File: config.mk
export PLATFORM = sky130hd
export DESIGN_NAME = cache_mem_ctrl
export DESIGN_NICKNAME = d
export VERILOG_FILES = /design/src/rtl/cache_mem_pkg.sv /design/src/rtl/cache_mem_rd_pipe.sv /design/src/rtl/cache_mem_ctrl.sv
export SDC_FILE = /design/constraint.sdc
export NUM_CORES = 1
export LEC_CHECK = 0
export CORE_UTILIZATION = 55
export DETAILED_ROUTE_END_ITERATION = 8
export PLACE_DENSITY = 0.87
export SLEW_MARGIN = 20
export SYNTH_ARGS = -nofsm -noshare
export SYNTH_HDL_FRONTEND = slang
export SYNTH_SLANG_ARGS = --single-unit
File: constraint.sdc
create_clock -name clk -period 19.7 [get_ports clk]
set_input_delay 2.955 -clock clk [delete_from_list [all_inputs] [get_ports clk]]
set_output_delay 2.955 -clock clk [all_outputs]
set_load 0.02 [all_outputs]
File: src/rtl/cache_mem_pkg.sv
// Shared state encoding, line geometry and line type for the cache line
// refill/write-back engine (cache_mem_ctrl).
package cache_mem_pkg;

  localparam int unsigned LINE_WORDS = 4;
  localparam int unsigned WORD_BITS  = 32;
  localparam int unsigned OFF_W      = $clog2(LINE_WORDS) + 2;

  typedef enum logic [1:0] {
    IDLE = 2'd0,
    WR   = 2'd1,
    RD   = 2'd2,
    DONE = 2'd3
  } state_t;

  typedef logic [LINE_WORDS-1:0][WORD_BITS-1:0] line_t;

endpackage

File: src/rtl/cache_mem_rd_pipe.sv
// RAM_LAT-deep valid/index shift pipe: an index pushed with the read address
// emerges exactly when the RAM returns that word.
module cache_mem_rd_pipe #(
  parameter int unsigned RAM_LAT = 1,
  parameter int unsigned IDX_W   = 2
) (
  input  logic             clk,
  input  logic             rst,
  input  logic             in_valid,
  input  logic [IDX_W-1:0] in_idx,
  output logic             out_valid,
  output logic [IDX_W-1:0] out_idx
);

  logic [RAM_LAT-1:0] vld_q;
  logic [IDX_W-1:0]   idx_q [RAM_LAT];

  always_ff @(posedge clk or posedge rst) begin
    if (rst) begin
      vld_q <= '0;
      for (int unsigned i = 0; i < RAM_LAT; i++) idx_q[i] <= '0;
    end else begin
      vld_q[0] <= in_valid;
      idx_q[0] <= in_idx;
      for (int unsigned i = 1; i < RAM_LAT; i++) begin
        vld_q[i] <= vld_q[i-1];
        idx_q[i] <= idx_q[i-1];
      end
    end
  end

  assign out_valid = vld_q[RAM_LAT-1];
  assign out_idx   = idx_q[RAM_LAT-1];

endmodule

File: src/rtl/cache_mem_ctrl.sv
// Line refill/write-back engine between the D-cache miss port and a word-wide
// synchronous RAM. Define CACHE_MEM_CTRL_PERF_EN to add line-completion counters.
module cache_mem_ctrl #(
  parameter int unsigned ADDR_W     = 32,
  parameter int unsigned DATA_W     = 32,
  parameter int unsigned LINE_WORDS = 4,
  parameter int unsigned RAM_LAT    = 1
) (
  input  logic                         clk,
  input  logic                         rst,
  input  logic                         req_valid,
  input  logic                         req_wen,
  input  logic [ADDR_W-1:0]            req_addr,
  input  logic [DATA_W*LINE_WORDS-1:0] req_data,
  output logic                         resp_valid,
  output logic [DATA_W*LINE_WORDS-1:0] resp_data,
  output logic                         busy,
  output logic                         ram_we,
  output logic [ADDR_W-1:0]            ram_addr,
  output logic [DATA_W-1:0]            ram_wdata,
  input  logic [DATA_W-1:0]            ram_rdata
`ifdef CACHE_MEM_CTRL_PERF_EN
  ,
  output logic [31:0]                  perf_rd_lines,
  output logic [31:0]                  perf_wr_lines
`endif
);

  import cache_mem_pkg::*;

  localparam int unsigned BEAT_W = $clog2(LINE_WORDS);
  localparam int unsigned LOFF_W = BEAT_W + 2;
  localparam int unsigned TAG_W  = ADDR_W - LOFF_W;
  localparam logic [BEAT_W-1:0] LAST_BEAT = BEAT_W'(LINE_WORDS - 1);

  state_t                                state;
  logic [TAG_W-1:0]                      tag_q;
  logic [LINE_WORDS-1:0][DATA_W-1:0]     line_q;
  logic [LINE_WORDS-1:0][DATA_W-1:0]     line_cap;
  logic [BEAT_W-1:0]                     beat_q;
  logic [BEAT_W-1:0]                     beat_nx;
  logic                                  iss_q;
  logic                                  issue_rd;
  logic                                  cap_valid;
  logic [BEAT_W-1:0]                     cap_idx;
  logic                                  unused_addr_bits;

  assign unused_addr_bits = ^req_addr[LOFF_W-1:0];
  assign beat_nx  = beat_q + 1'b1;
  assign issue_rd = (state == RD) && iss_q;

  // Beat index replaces the offset bits, so a line never carries into the next one.
  function automatic logic [ADDR_W-1:0] beat_addr(input logic [TAG_W-1:0] tag,
                                                   input logic [BEAT_W-1:0] beat);
    return {tag, beat, 2'b00};
  endfunction

  cache_mem_rd_pipe #(
    .RAM_LAT (RAM_LAT),
    .IDX_W   (BEAT_W)
  ) u_rd_pipe (
    .clk       (clk),
    .rst       (rst),
    .in_valid  (issue_rd),
    .in_idx    (beat_q),
    .out_valid (cap_valid),
    .out_idx   (cap_idx)
  );

  always_comb begin
    line_cap          = line_q;
    line_cap[cap_idx] = ram_rdata;
  end

  // Issue registers are loaded one beat ahead so each beat appears the cycle it is due.
  always_ff @(posedge clk or posedge rst) begin
    if (rst) begin
      state      <= IDLE;
      tag_q      <= '0;
      line_q     <= '0;
      beat_q     <= '0;
      iss_q      <= 1'b0;
      resp_valid <= 1'b0;
      resp_data  <= '0;
      busy       <= 1'b0;
      ram_we     <= 1'b0;
      ram_addr   <= '0;
      ram_wdata  <= '0;
    end else begin
      resp_valid <= 1'b0;
      case (state)
        IDLE: begin
          if (req_valid) begin
            tag_q    <= req_addr[ADDR_W-1:LOFF_W];
            line_q   <= req_data;
            beat_q   <= '0;
            busy     <= 1'b1;
            ram_addr <= beat_addr(req_addr[ADDR_W-1:LOFF_W], '0);
            if (req_wen) begin
              state     <= WR;
              ram_we    <= 1'b1;
              ram_wdata <= req_data[DATA_W-1:0];
            end else begin
              state <= RD;
              iss_q <= 1'b1;
            end
          end
        end
        WR: begin
          beat_q <= beat_nx;
          if (beat_q == LAST_BEAT) begin
            ram_we     <= 1'b0;
            state      <= DONE;
            resp_valid <= 1'b1;
          end else begin
            ram_addr  <= beat_addr(tag_q, beat_nx);
            ram_wdata <= line_q[beat_nx];
          end
        end
        RD: begin
          if (iss_q) begin
            beat_q <= beat_nx;
            if (beat_q == LAST_BEAT) iss_q <= 1'b0;
            else                     ram_addr <= beat_addr(tag_q, beat_nx);
          end
          if (cap_valid) begin
            line_q <= line_cap;
            if (cap_idx == LAST_BEAT) begin
              state      <= DONE;
              resp_valid <= 1'b1;
              resp_data  <= line_cap;
            end
          end
        end
        DONE: begin
          state <= IDLE;
          busy  <= 1'b0;
        end
        default: state <= IDLE;
      endcase
    end
  end

`ifdef CACHE_MEM_CTRL_PERF_EN
  logic        wen_q;
  logic [31:0] perf_rd_q;
  logic [31:0] perf_wr_q;

  always_ff @(posedge clk or posedge rst) begin
    if (rst) begin
      wen_q     <= 1'b0;
      perf_rd_q <= '0;
      perf_wr_q <= '0;
    end else begin
      if (state == IDLE && req_valid) wen_q <= req_wen;
      if (resp_valid && !wen_q && perf_rd_q != '1) perf_rd_q <= perf_rd_q + 1'b1;
      if (resp_valid &&  wen_q && perf_wr_q != '1) perf_wr_q <= perf_wr_q + 1'b1;
    end
  end

  assign perf_rd_lines = perf_rd_q;
  assign perf_wr_lines = perf_wr_q;
`endif

endmodule

==> out/metrics.yaml, run 1 <==
status: "finished, final reports clean"
clockRootBuffer: "clkbuf_16"
cts_sinks: 357
hpwl_um: 34600
crit_type: "in2reg"
rows: 63
cts_htree_levels: 2
drv_cap: 0
mostFrequentLayoutCell: "clkdlybuf4s50_1"
wire_per_inst_um: 24.1
hold_start: "beat_q[1]"
cts_setup_buffers: 0
async_reset_ff_frac: 1.00
utilization: 0.736
syn_to_final_growth_pct: 30.5
regToRegStartpoint: "u_rd_pipe.out_idx[1]"
die_h_um: 177
grt-ovfl-total: 0
final_layout_size_suffix_gt1_frac: 0.0846
rrSetupSlack_ps: 15510
clk_latency_ps: 520
grt_util_all_layers: 0.364
antenna_found_initial: 5
grt_pass1_vias: 15631
arrival_ps: 5730
startpoint_type: "primary input"
hold_path_class: "reg2reg"
num_vias: 15532
die_x_um: 177
period_minus_slack_ps: 5310
cp_max_fo: 77
cpPeakStageDelay_ps: 820
avgSynthCellArea_um2: 10.0
cp_slowest_cell: "buf_4"
place_congestion: 0.886
ys_seq_elements: 357
cts_buffers: 38
setup-tns-final_ps: 0
seq_area_frac_synth: 0.529
reg2regPathDepth: 7
cp.required_ps: 20120
io_pins: 391
antenna_left: 0
n_fill_cell: 2045
grt_pass1_wl_um: 88000
r2r-end: "resp_data[17]"
fin_worst_skew_ps: 9.11
multiInputGateArea_um2: 7280
yosysUniqueCellTypes: 38
dieArea_um2: 31400
postSynthCellCount: 1685
peakVddDrop_v: 0.000147
slew_headroom: 0.209
drt_iter0_markers: 2147
worst_pin_slew_ps: 1180
wl_um: 57900
core_area_um2: 30000
io_buffer_count: 384
cts_resized: 0
power_density_nw_per_um2: 194
slew_viol_final: 0
fin_crit_sh: 0.270
initial_core_util: 0.564
grt_max_degree: 129
dr.pass1.iters: 7
drc: 0
syn_area_um2: 16900
worstHoldEndpoint: "u_rd_pipe.out_idx[1]"
critPathCaptureType: "register"
rsz0062_at_grt: "false"
ys_warn_count: 0
synth_edf_count: 0
cts_tree: "done"
final_cell_mix: "clkdlybuf4s50_1 (384), dfrtp_1 (356), nand2_1 (295)"
finalSetupViolations: 0
max-clock-path-buffers: 3
regArea_um2: 8930
power_mw: 4.28
ctsHoldBuffers: 0
cp_cell_sequence: "clkdlybuf4s50_1, nand2b_1, and2_4, buf_4, o22ai_1, a21oi_1"
fmaxAchievable_mhz: 188
finalHoldViolCount: 0
clk_pin_slew_worst_paths_ps: 60
whs_path_depth: 0
leakage_nw: 8.92
routed_via_density: 6.46
num-nets-final: 2191
ys.flop_type: "dfrtp_1"
## critical path: cells and delay by family
kind                   cells  cell delay, ps
AO/OA/AOI/OAI              2             400
buffers and inverters      2            1390
AND/OR/NAND/NOR            2             940
## layout make-up
| type | count | area share |
|---|---|---|
| inverters | 9 | 0.00187 |
| repair buffers | 408 | 0.184 |
| well taps | 390 | 0.0221 |
| diodes | 6 | 0.000681 |
| multi-input cells | 1172 | 0.330 |
| clock buffers | 55 | 0.0506 |
| flip-flops and latches | 357 | 0.405 |
| clock inverters | 8 | 0.00539 |
## cells in the mapped netlist (9+ instances only)
library cell	n	share of area
nor2_1	164	0.036
clkbuf_1	62	0.014
a31oi_1	97	0.036
buf_2	60	0.018
or3_1	76	0.028
and3_1	14	0.0052
a21oi_1	111	0.033
buf_4	9	0.0040
o2bb2ai_1	15	0.0078
mux4_2	32	0.043
buf_6	10	0.0067
nand2_1	295	0.066
dfrtp_1	357	0.53
mux2i_1	62	0.037
a2bb2oi_1	79	0.041
o21ai_0	80	0.024
ha_1	9	0.0067
mux2_2	34	0.023
o22ai_1	72	0.027
## flip-flops by register name, summed over array words and instances (netlist names), 2 cells and up
| signal | cells |
|---|---|
| line_q | 128 |
| resp_data | 128 |
| ram_wdata | 32 |
| ram_addr | 30 |
| tag_q | 28 |
| beat_q | 2 |
| state | 2 |
| u_rd_pipe.out_idx | 2 |
## report_power, final
group	internal, mW	switching (mW)	leakage [nW]
sequential	1.09	0.241	3.82
combinational	0.955	1.28	4.49
clock	0.431	0.288	0.610
total	2.47	1.81	8.92
## metal layers
| metal | GRT usage | vias to the layer above | wire, um |
|---|---|---|---|
| met2 | 0.573 | 1116 | 26500 |
| met1 | 0.463 | 7566 | 21200 |
| met5 | 0 | - | 0 |
| met4 | 0.189 | 0 | 3090 |
| met3 | 0.0990 | 237 | 7120 |
| li1 | - | 6613 | - |
## worst max path at each step
| stage | to | slack (ps) | startpoint |
|---|---|---|---|
| 6_report | line_q[112] | 14390 | req_valid |
| 4_1_cts | line_q[63] | 14530 | req_valid |
| 3_5_place_dp | line_q[31] | 14000 | req_valid |
| 2_1_floorplan | beat_q[0] | 6840 | rst |
| 5_1_grt | line_q[112] | 14300 | req_valid |
| 3_3_place_gp | line_q[63] | 14010 | req_valid |
## through the flow
stage | hold WS [ps] | worst slack [ps] | std cells | cell area (um2)
floorplan | 398 | 6840 | 1686 | 16900
global placement | 422 | 14010 | 2334 | 20800
detailed placement | 437 | 14000 | 2334 | 20800
CTS | 458 | 14530 | 2397 | 22000
global route | 477 | 14300 | 2404 | 22100
finish | 454 | 14390 | 2405 | 22100
## cells by family (layout without fill, tap and decap cells)
logic type / count (synthesis) / after routing / share of synthesized area
mux: 128 / 128 / 0.102
fa+ha+maj: 9 / 9 / 0.00666
compound gates: 462 / 462 / 0.173
flops: 357 / 357 / 0.529
other cells: 1 / 8 / 0.000222
simple gates: 571 / 571 / 0.144
buf+inv: 157 / 480 / 0.0458
(Power assumes the default switching activity.)
==> run 2, diff against run 1 <==
- CORE_UTILIZATION: 55 -> 51
- PLACE_DENSITY: 0.87 -> 0.81
- clock period: 19.7 -> 4.95 ns (I/O delays scaled with it)
==> run 2 against run 1 <==
  * Die area is 7.8% higher
  * Sequential share of layout area decreased by 0.40 points
  * Largest cell class unchanged
  * Hold slack lost 10 ps
  * Via count fell by 3.4%
  * Total power rose to 4.0 times the previous value
  * Final area up 1.0%
==> out/metrics.yaml, run 2 (synthesized netlist as in run 1, its figures left out) <==
dr.pass1.iters: 8
final_layout_size_suffix_gt1_frac: 0.0926
dieArea_um2: 33900
drc: 0
slew_headroom: 0.263
core_area_um2: 32500
fin_crit_sh: 0.677
period_minus_slack_ps: 3350
crit_type: "reg2reg"
initial_core_util: 0.519
syn_to_final_growth_pct: 31.8
hold_start: "beat_q[1]"
routed_via_density: 6.10
regToRegStartpoint: "state[0]"
drv_cap: 0
hold_path_class: "reg2reg"
antenna_found_initial: 2
cts_resized: 0
rows: 66
cts_setup_buffers: 0
met2_usage: 0.517
hpwl_um: 34500
num_vias: 15008
busiest_layer: "met2"
biggestRegsByFlops: "line_q: 128 flops, resp_data: 128 flops, ram_wdata: 32 flops"
leakage_nw: 8.99
n_fill_cell: 2458
drt_iter0_markers: 1507
finalHoldViolCount: 0
critPathCaptureType: "register"
startpoint_type: "register"
power_density_nw_per_um2: 765
cp_max_fo: 33
die_h_um: 184
mostFrequentLayoutCell: "clkdlybuf4s50_1"
io_pins: 391
cts_buffers: 38
grt_pass1_wl_um: 84600
die_x_um: 184
grt_pass1_vias: 14767
io_buffer_count: 384
critPathLaunch: "state[0]"
dpl_cell_area_um2: 20900
fin_cells: 2462
place_congestion: 0.875
wl_um: 55100
placed_cells: 2391
grt-ovfl-total: 0
final_cell_mix: "clkdlybuf4s50_1 (384), dfrtp_1 (356), nand2_1 (295)"
fmaxAchievable_mhz: 298
status: "finished, final reports clean"
slew_viol_final: 0
cp.required_ps: 5380
clk_pin_slew_worst_paths_ps: 60
grt_util_all_layers: 0.324
gr-usage-met1: 0.428
grt_max_degree: 116
clk_latency_ps: 530
arrival_ps: 3780
cts_sinks: 357
num-nets-final: 2194
cts_htree_levels: 2
clockRootBuffer: "clkbuf_16"
worst_pin_slew_ps: 1100
fin_area_um2: 22300
finalSetupViolations: 0
cts_tree: "done"
rsz0062_at_grt: "false"
wire_per_inst_um: 22.4
max-clock-path-buffers: 3
grt_use_met3: 0.0713
antenna_left: 0
peakVddDrop_v: 0.000450
fin_worst_skew_ps: 22.5
ctsHoldBuffers: 0
[run 2: changes by cell type in the layout (fill, tap and decap cells not counted), moves of 2 or more]
| cell | before | now |
|---|---|---|
| buf_12 | 1 | 4 |
| clkbuf_1 | 8 | 2 |
| clkbuf_16 | 39 | 41 |
| clkinv_2 | 4 | 11 |
| clkinvlp_4 | 0 | 5 |
| diode_2 | 6 | 1 |
[run 2: layout make-up]
cell class	count	area [um2]	area share
Tap cell	442	553	0.0248
Sequential cell	357	8930	0.401
Timing Repair Buffer	411	4120	0.185
Inverter	9	37.5	0.00169
Clock inverter	19	184	0.00826
Clock buffer	51	1140	0.0513
Multi-Input combinational cell	1172	7300	0.328
Antenna cell	1	2.50	0.000112
[run 2: power by group]
group	switching [mW]	internal (mW)	total (mW)	leakage, nW
combinational	4.94	3.86	8.81	4.51
clock	1.21	1.79	2.99	0.655
sequential	0.934	4.32	5.25	3.82
[run 2: per-layer routing]
layer,vias up,part of all wire
li1,6643,-
met1,7386,0.39
met2,835,0.47
met3,142,0.096
met4,2,0.040
met5,-,0.00020
[run 2: stage by stage]
step	utilization	power (mW)	hold WS, ps	setup slack, ps	setup TNS [ps]
2_1_floorplan	-	10.8	398	-577	-205920
5_1_grt	0.685	18.0	466	1280	0
6_report	0.685	17.0	444	1600	0
3_3_place_gp	0.642	13.6	432	1690	0
3_5_place_dp	0.644	14.0	436	1550	0
4_1_cts	0.685	17.0	447	1510	0
[run 2: path summary, 6_finish.rpt]
check	endpoint	slack [ps]	cells past startpoint
max in group asynchronous	tag_q[26]	3120	3
min in group asynchronous	ram_addr[9]	740	2
min	u_rd_pipe.out_idx[1]	440	0
max	ram_addr[22]	1600	7
max reg2reg	ram_addr[22]	1600	7
min reg2reg	u_rd_pipe.out_idx[1]	440	0
[run 2: critical path, stage by stage (launching register included)]
cell       delay [ps]
dfrtp_1           430
inv_1             150
ha_2             1000
nor2_1            190
a2111oi_4         880
buf_4             390
nor2_1             80
a21oi_1           140
